<file path="config.mk">
export PLATFORM = sky130hd
export DESIGN_NAME = fetch_queue
export DESIGN_NICKNAME = d
export VERILOG_FILES = /design/src/rtl/rv32i_types.sv /design/src/rtl/fetch_queue.sv
export SDC_FILE = /design/constraint.sdc
export NUM_CORES = 1
export LEC_CHECK = 0
export ABC_AREA = 1
export CORE_ASPECT_RATIO = 0.7
export CORE_UTILIZATION = 59
export DETAILED_ROUTE_END_ITERATION = 16
export GPL_ROUTABILITY_DRIVEN = 0
export HOLD_SLACK_MARGIN = 0.1
export PLACE_DENSITY = 0.95
export SYNTH_ARGS = -nofsm -noshare
export SYNTH_HDL_FRONTEND = slang
export SYNTH_SLANG_ARGS = --single-unit
</file>
<file path="constraint.sdc">
create_clock -name clk -period 7.89 [get_ports clk]
set_input_delay 1.578 -clock clk [delete_from_list [all_inputs] [get_ports clk]]
set_output_delay 1.578 -clock clk [all_outputs]
set_load 0.02 [all_outputs]
</file>
<file path="src/rtl/rv32i_types.sv">
// rv32i_types: shared RV32I pipeline types, including the fetch-queue entry.
package rv32i_types;
   typedef logic [31:0] rv32i_word;
   typedef struct packed {
      rv32i_word pc;
      rv32i_word ir;
   } fq_entry_t;
   typedef struct packed {
      logic      valid;
      rv32i_word pc;
      rv32i_word ir;
   } IF_ID_stage_t;
endpackage

</file>
<file path="src/rtl/fetch_queue.sv">
// fetch_queue: in-order fetch-to-decode FIFO with valid/ready handshakes and flush.
module fetch_queue
   import rv32i_types::*;
#(
   parameter int DEPTH = 4
) (
   input  logic                     clk,
   input  logic                     rst,
   input  logic                     push_valid,
   input  logic [31:0]              push_pc,
   input  logic [31:0]              push_ir,
   output logic                     push_ready,
   output logic                     pop_valid,
   output logic [31:0]              pop_pc,
   output logic [31:0]              pop_ir,
   input  logic                     pop_ready,
   input  logic                     flush,
   output logic [$clog2(DEPTH):0]   count
);
   localparam int AW = $clog2(DEPTH);
   fq_entry_t [DEPTH-1:0] mem_q, mem_d;
   logic [AW:0] rd_ptr_q, rd_ptr_d, wr_ptr_q, wr_ptr_d, count_q, count_d;
   logic empty, full, push_fire, pop_fire;
   // Pointers carry an extra wrap bit so full and empty are distinguishable.
   assign empty      = rd_ptr_q == wr_ptr_q;
   assign full       = (rd_ptr_q[AW-1:0] == wr_ptr_q[AW-1:0]) && (rd_ptr_q[AW] != wr_ptr_q[AW]);
   assign push_ready = !full && !rst;
   assign pop_valid  = !empty;
   assign pop_pc     = mem_q[rd_ptr_q[AW-1:0]].pc;
   assign pop_ir     = mem_q[rd_ptr_q[AW-1:0]].ir;
   assign count      = count_q;
   assign push_fire  = push_valid && push_ready && !flush;
   assign pop_fire   = pop_valid && pop_ready && !flush;
   always_comb begin
      mem_d = mem_q;
      if (push_fire) mem_d[wr_ptr_q[AW-1:0]] = '{pc: push_pc, ir: push_ir};
      wr_ptr_d = flush ? '0 : wr_ptr_q + (AW+1)'(push_fire);
      rd_ptr_d = flush ? '0 : rd_ptr_q + (AW+1)'(pop_fire);
      count_d  = flush ? '0 : count_q + (AW+1)'(push_fire) - (AW+1)'(pop_fire);
   end
   always_ff @(posedge clk) begin
      if (rst) begin
         rd_ptr_q <= '0;
         wr_ptr_q <= '0;
         count_q  <= '0;
      end else begin
         rd_ptr_q <= rd_ptr_d;
         wr_ptr_q <= wr_ptr_d;
         count_q  <= count_d;
      end
   end
   // Storage is never cleared; entries are invalidated only through the pointers.
   always_ff @(posedge clk) mem_q <= mem_d;
endmodule

</file>
# Yosys cells after proc, flatten, opt, wreduce, memory -nomap -nowiden
# Index checks and enable logic that the tools add are counted.
[totals]
ff_bits = 265
in_bits = 69
out_inout_bits = 69
wordCells = 38
[op_classes]
n_addsub = 4
magnitude_cmp = 3
n_eq_ne = 3
n_mux = 5
n_reduce_logical = 12
[op_table]
columns = ["cell", "count"]
rows = [
  ["$bwmux 256", 1],
  ["$bmux 64 s2", 1],
  ["$demux 64 s2", 1],
  ["$mux 64", 2],
  ["$add 3x1->3", 3],
  ["$logic_and 1x1->1", 7],
  ["$lt 2x3->1 const B", 2],
  ["$logic_not 1->1", 4],
  ["$eq 3x3->1", 1],
  ["$sub 3x1->3", 1],
  ["$eq 2x2->1", 1],
  ["$ge 2x1->1 const B", 1],
  ["$reduce_or 2->1", 1],
  ["$ne 1x1->1", 1],
]

# Longest topological paths before layout
# Gate-level depths: netlist (run 1).
[logic_depth]
ltp_word = 8
mapped_depth = 16
ltp_nobuf = 16

# Worst setup path after synthesis (run 1)
# Ideal clock, no wire load.
[synth_path]
path_kind = "input port to flip-flop"
from = "input port flush"
to = "register mem_q[0] (netlist bit) (enable)"
setup_time_ns = 0.486
t_arrival_ns = 4.829
required_ns = 7.404
setup_slack_ns = 2.575
path_stages = 5
n_path_buf = 0
path_cell_list = "nor2_1 -> clkinv_1 -> nor2_1 -> nand2_1 -> nor2_1"
[synth_via]
elab_chain_len = 2
[synth_lines]
columns = ["item", "line_no", "text"]
rows = [
  ["start: declaration", "fetch_queue.sv:17", "input logic flush,"],
  ["$logic_not 1->1", "fetch_queue.sv:32", "assign push_fire = push_valid && push_ready && !flush;"],
  ["$logic_and 1x1->1", "fetch_queue.sv:32", ""],
  ["end signal: assignment", "fetch_queue.sv:53", "always_ff @(posedge clk) mem_q <= mem_d;"],
  ["end: declaration", "fetch_queue.sv:21", "fq_entry_t [DEPTH-1:0] mem_q, mem_d;"],
]
# No other way between the ends.
# A chain may end at the register's enable or synchronous reset.

# Worst setup path in the final report (run 1)
[layout_path]
from = "register rd_ptr_q[0]"
to = "output port pop_pc[2]"
[layout_via]
elab_chain_len = 2
[layout_lines]
columns = ["item", "line_no", "text"]
rows = [
  ["start: declaration", "fetch_queue.sv:22", "logic [AW:0] rd_ptr_q, rd_ptr_d, wr_ptr_q, wr_ptr_d, count_q, count_d;"],
  ["start signal: assignment", "fetch_queue.sv:47", "rd_ptr_q <= rd_ptr_d;"],
  ["$bmux 64 s2", "fetch_queue.sv:29", "assign pop_pc = mem_q[rd_ptr_q[AW-1:0]].pc;"],
  ["$mux 64", "--", ""],
  ["end: declaration", "fetch_queue.sv:14", "output logic [31:0] pop_pc,"],
]
# No other way between the ends. The select of a mux whose other input is x is not followed.

==> results of run 1 <==
cells by family (layout without fill, tap and decap cells):
group,count (synthesis),count (layout),synth area share
xor+xnor,3,3,0.00262
fa+ha+maj,7,7,0.00948
flops,265,265,0.785
buf+inv,63,207,0.0374
compound gates,192,192,0.104
simple gates,165,165,0.0620
power by group through the flow:
| stage | Clock, mW | Sequential [mW] | Combinational, mW |
|---|---|---|---|
| floorplan | 0 | 1.59 | 0.0320 |
| finish | 1.11 | 1.56 | 0.107 |
| global route | 1.18 | 1.56 | 0.114 |
| global placement | 0 | 1.59 | 0.103 |
| detailed placement | 0 | 1.59 | 0.106 |
| CTS | 1.12 | 1.56 | 0.107 |
metal layers:
layer,up-vias,track usage
met2,297,0.396
met3,42,0.0582
met1,2896,0.307
met5,-,0
li1,2845,-
met4,2,0.0602
critical path, stage by stage (launching register included):
cell and delay (ns):
dfxtp_4 0.54, inv_4 0.50, buf_4 0.75, o21ai_1 0.16
o22ai_1 0.25, clkdlybuf4s50_1 0.65
area by class of cell:
| cell class | count | area [µm²] |
|---|---|---|
| tap | 225 | 282 |
| timing repair buffer | 144 | 1420 |
| clock inverter | 10 | 100 |
| inverter | 21 | 81.3 |
| clock buffer | 32 | 652 |
| sequential | 265 | 7870 |
| fill | 977 | 4220 |
| multi-input combinational | 367 | 1810 |
registers in the layout (all words and copies together), names as in the netlist:
| signal | cells |
|---|---|
| count | 3 |
| wr_ptr_q | 3 |
| rd_ptr_q | 3 |
| mem_q | 256 |
placed cells by master (no fill, tap or decap), types with 2 or more instances in the layout:
| cell | count |
|---|---|
| edfxtp_1 | 256 |
| nor2_1 | 141 |
| clkdlybuf4s50_1 | 137 |
| o21ai_0 | 70 |
| o22ai_1 | 64 |
| o21ai_1 | 58 |
| clkbuf_16 | 25 |
| inv_1 | 18 |
| nand2_1 | 18 |
| clkbuf_1 | 7 |
| dfxtp_1 | 7 |
| buf_4 | 7 |
| ha_1 | 6 |
| clkinv_1 | 4 |
| nor2_4 | 4 |
| clkinv_2 | 4 |
| nand3_1 | 2 |
| xnor2_1 | 2 |
| bufinv_16 | 2 |
how the worst max path moves through the flow:
stage	startpoint	endpoint	slack [ns]	depth (start not counted)
after global placement	flush	mem_q[51]	3.25	7
after detailed placement	flush	mem_q[54]	3.20	7
after floorplan	flush	mem_q[0]	2.57	5
after global routing	rd_ptr_q[0]	pop_pc[10]	2.69	5
after CTS	rd_ptr_q[0]	pop_pc[10]	2.90	5
final	rd_ptr_q[0]	pop_pc[2]	2.92	5
==> summary.txt, run 1 <==
Placement
  • Cell Area, Placed: 11500 µm²
  • Hpwl dp: 11400 µm
  • Place WS: 3.20 ns
  • I/O Buffers: 137
  • Inst Count DP: 1022

Power and ir drop
  • Flop pwr share: 0.562
  • Sw Pwr: 0.519 mW
  • VDD IR max: 0.184 mV
  • Clock power share: 0.399
  • Pint: 2.25 mW
  • Pwr dens: 227 nW/µm²
  • Final Power: 2.77 mW
  • Sw Share: 0.187
  • Leakage: 4.09 nW
  • Comb pwr share: 0.039

Job
  • Max-cap violations: 0

Floorplan
  • Ports: 138
  • Die Y: 111 µm
  • Core region area: 16400 µm²
  • Die Width: 158 µm
  • FP Rows: 39
  • Initial Utilization: 0.610
  • Die area: 17500 µm²

Route
  • Wire length on met1: 7840 µm
  • WL met3: 1910 µm
  • DRC errors left: 0
  • Met2 wire len: 9960 µm
  • Final ANT Viol Nets: 0
  • Post-DR wirelength/cell: 18.9 µm
  • Routed via count: 6082
  • Highest routed layer: met5
  • DR vias/cell: 5.72
  • 1st-iter DRT viols: 626
  • DRT Wirelength: 20100 µm
  • Initial DRT Pass Iterations: 7

Logic synthesis
  • Number of synthesized register bits: 265
  • Area contributors post-synth: edfxtp_1, nor2_1, o22ai_1
  • Post-synth EDFFs: 256
  • Count leader, synth: edfxtp_1
  • Synthesized area per cell: 14.4 µm²
  • Syn Inst Count: 695
  • Post-synth cell types: 21
  • Register area share after synthesis: 0.785
  • Dominant synthesized flop cell: edfxtp_1
  • Mapped Area: 10000 µm²
  • Synth cell count leaders: edfxtp_1, nor2_1, o21ai_0, o22ai_1, o21ai_1
  • Share of the synthesized area in the top cell type: 0.767
  • Syn. warnings: 0
  • Syn nets: 771
  • FFs w/ async S/R, synth: 0
  • Post-synth top area cell: edfxtp_1

Worst setup path
  • Critical path class: reg2out
  • Data arrival, critical path: 3.40 ns
  • Critical Path End Type: output pin
  • Peak fanout along the critical path: 78
  • Reg-to-reg setup timing slack: 4.33 ns
  • Cell depth of the worst flop-to-flop path: 7
  • CP startpoint kind: flip-flop
  • Worst path required time: 6.31 ns
  • FF-to-FF Start: rd_ptr_q[0]
  • R2r endpoint: mem_q[44]

STA
  • Hold Vio Cnt, Final: 0
  • Achievable clock frequency: 201 MHz
  • Setup violators final: 0
  • Hold Slack: 0.554 ns
  • Max-Slew Margin vs Limit: 0.245
  • RSZ-0062 raised after global routing: false
  • Post-layout min period: 4.97 ns
  • Worst slew pin tran: 1.13 ns
  • Fin. max-slew vios: 0
  • Post-route setup slack: 2.92 ns
  • Setup_tns: 0 ns
  • Final Skew: 0.00730 ns
  • Tcrit/Tclk final: 0.631

Global route
  • Vias in the first global route: 6088
  • Total track usage: 0.235
  • GRT overflow: 0
  • Global-route wire length before repair: 31100 µm
  • Initial antenna violation count: 1
  • Largest net degree at the start of global routing: 79

Clocking
  • CTS tree: built
  • Latest clock arrival within the worst-skew pair: 0.51 ns
  • Reg clk slew, reported paths: 0.06 ns
  • Hold buffer count at cts: 0
  • Root buf cell: clkbuf_16
  • H-tree depth: 1
  • Total CTS buffers: 24
  • CTS Buffer Depth: 3
  • Number of buffers added for setup after CTS: 0
  • CTS resizes: 0
  • Num Clock Sinks: 265

Finish
  • Final core occ: 0.743
  • Area delta synth->final: 21.9%
  • Final non-filler cell total: 1064
  • # nets final: 899
  • Diodes inserted: 0
  • Design area: 12200 µm²
  • Layout cells sized above 1: 0.0560

Min path
  • HP Start: rd_ptr_q[2]
  • Hold path depth: 2
  • Min-delay worst type: reg2reg
  • Hold endpoint: rd_ptr_q[2]

Run status
  • Outcome: finished, final reports clean
Power figures use the tool's default switching activity.
==> inputs of run 2 (changes only) <==
--- a/config.mk
+++ b/config.mk
@@ -7,11 +7,11 @@
 export LEC_CHECK = 0
 export ABC_AREA = 1
 export CORE_ASPECT_RATIO = 0.7
-export CORE_UTILIZATION = 59
+export CORE_UTILIZATION = 54
 export DETAILED_ROUTE_END_ITERATION = 16
 export GPL_ROUTABILITY_DRIVEN = 0
 export HOLD_SLACK_MARGIN = 0.1
-export PLACE_DENSITY = 0.95
+export PLACE_DENSITY = 0.9
 export SYNTH_ARGS = -nofsm -noshare
 export SYNTH_HDL_FRONTEND = slang
 export SYNTH_SLANG_ARGS = --single-unit
==> constraint.sdc (replaced) <==
create_clock -name clk -period 5.11 [get_ports clk]
set_input_delay 1.022 -clock clk [delete_from_list [all_inputs] [get_ports clk]]
set_output_delay 1.022 -clock clk [all_outputs]
set_load 0.02 [all_outputs]
==> summary.txt, run 2 (synthesis results as in run 1) <==
Global route
  • Global-route wire length before repair: 30400 µm
  • GRT overflow: 0
  • Initial antenna violation count: 1
  • Largest net degree at the start of global routing: 90
  • Vias in the first global route: 5869
  • Total track usage: 0.211

Route
  • DRC errors left: 0
  • Final ANT Viol Nets: 0
  • Initial DRT Pass Iterations: 4
  • DRT Wirelength: 19900 µm
  • Post-DR wirelength/cell: 18.4 µm
  • Routed via count: 6006
  • 1st-iter DRT viols: 528
  • DR vias/cell: 5.56

Worst setup path
  • Kind of cell adding the most delay to the critical path: buffers and inverters
  • Slowest Stage Delay on Critical Path: 0.73 ns
  • Peak fanout along the critical path: 89
  • Cells along the critical path: inv_4 -> buf_4 -> o21ai_1 -> o22ai_1 -> clkdlybuf4s50_1
  • Critical Path End Type: output pin
  • Data arrival, critical path: 3.17 ns
  • Critical path class: reg2out
  • WP buf/inv: 3
  • Slowest CP cell: inv_4
  • CP startpoint kind: flip-flop
  • Worst path required time: 4.09 ns

Power and ir drop
  • Clock power share: 0.416
  • Pwr dens: 357 nW/µm²
  • Flop pwr share: 0.547
  • VDD IR max: 0.276 mV
  • Leakage: 4.14 nW
  • Pint: 3.58 mW
  • Comb pwr share: 0.037
  • Final Power: 4.40 mW
  • Sw Share: 0.187
  • Sw Pwr: 0.822 mW

STA
  • Achievable clock frequency: 238 MHz
  • Post-layout min period: 4.20 ns
  • Max-Slew Margin vs Limit: 0.363
  • Worst slew pin tran: 0.954 ns
  • Fin. max-slew vios: 0
  • Hold Vio Cnt, Final: 0
  • Final Skew: 0.00911 ns
  • RSZ-0062 raised after global routing: false
  • Tcrit/Tclk final: 0.821
  • Setup_tns: 0 ns
  • Setup violators final: 0

Clocking
  • Num Clock Sinks: 265
  • Total CTS buffers: 25
  • Latest clock arrival within the worst-skew pair: 0.50 ns
  • H-tree depth: 1
  • Root buf cell: clkbuf_16
  • Number of buffers added for setup after CTS: 0
  • Hold buffer count at cts: 0
  • CTS Buffer Depth: 3
  • Reg clk slew, reported paths: 0.06 ns
  • CTS tree: built
  • CTS resizes: 0

Finish
  • Largest Register: mem_q
  • Max reg flops: 256
  • Diodes inserted: 0
  • # nets final: 905
  • Commonest non-fill, non-tap cell in the layout: edfxtp_1
  • Layout cells sized above 1: 0.0639
  • Most frequent cells in the layout: edfxtp_1, nor2_1, clkdlybuf4s50_1
  • Design area: 12300 µm²
  • Area delta synth->final: 23.0%

Run status
  • Outcome: finished, final reports clean

Min path
  • Min-delay worst type: reg2reg

Floorplan
  • Ports: 138
  • Die Width: 165 µm
  • Initial Utilization: 0.554
  • Die area: 19100 µm²
  • Core region area: 18100 µm²
  • FP Rows: 41
  • Die Y: 116 µm

Job
  • Max-cap violations: 0

Placement
  • Cell Area, Placed: 11500 µm²
  • Hpwl dp: 11100 µm
  • I/O Buffers: 137
run 2: power by group through the flow:
stage / combinational [mW] / clock, mW / sequential (mW)
after floorplan: 0.0494 / 0 / 2.45
after global placement: 0.159 / 0 / 2.45
after detailed placement: 0.163 / 0 / 2.45
after CTS: 0.165 / 1.85 / 2.40
after global routing: 0.176 / 1.94 / 2.40
final: 0.164 / 1.83 / 2.40
run 2: metal layers:
layer | GRT usage | wire length [µm] | vias to the layer above
met3 | 0.0523 | 1790 | 39
li1 | - | - | 2856
met2 | 0.354 | 9560 | 223
met4 | 0.0550 | 393 | 2
met1 | 0.277 | 8170 | 2886
met5 | 0 | 13 | -
run 2: through the flow:
step / worst slack [ns] / hold WS (ns) / util / instances
2_1_floorplan: 0.351 / 0.505 / - / 695
3_3_place_gp: 1.48 / 0.536 / 0.636 / 1038
3_5_place_dp: 1.36 / 0.546 / 0.636 / 1038
4_1_cts: 0.875 / 0.561 / 0.681 / 1081
5_1_grt: 0.700 / 0.612 / 0.681 / 1081
6_report: 0.915 / 0.551 / 0.681 / 1081
run 2: area by class of cell:
type | count | area (µm²)
Clock buffer | 28 | 637
Clock inverter | 15 | 176
Fill cell | 1202 | 5770
Inverter | 21 | 81.3
Multi-Input combinational cell | 367 | 1810
Sequential cell | 265 | 7870
Tap cell | 236 | 295
Timing Repair Buffer | 149 | 1460
run 2: worst reg2reg max path: cells and delay by family, from the launching register on:
kind / cells / cell delay (ns)
XOR/XNOR: 1 / 0.18
flip-flops: 1 / 0.63
buffers and inverters: 3 / 0.89
adder cells (fa/ha/maj): 3 / 0.83
AND/OR/NAND/NOR: 7 / 0.87
run 2: worst paths after layout:
path,startpoint,endpoint,slack (ns),depth (start not counted)
max,rd_ptr_q[0],pop_pc[16],0.91,5
min,rd_ptr_q[2],rd_ptr_q[2],0.55,2
max reg2reg,rd_ptr_q[0],count[2],1.61,14
min reg2reg,rd_ptr_q[2],rd_ptr_q[2],0.55,2
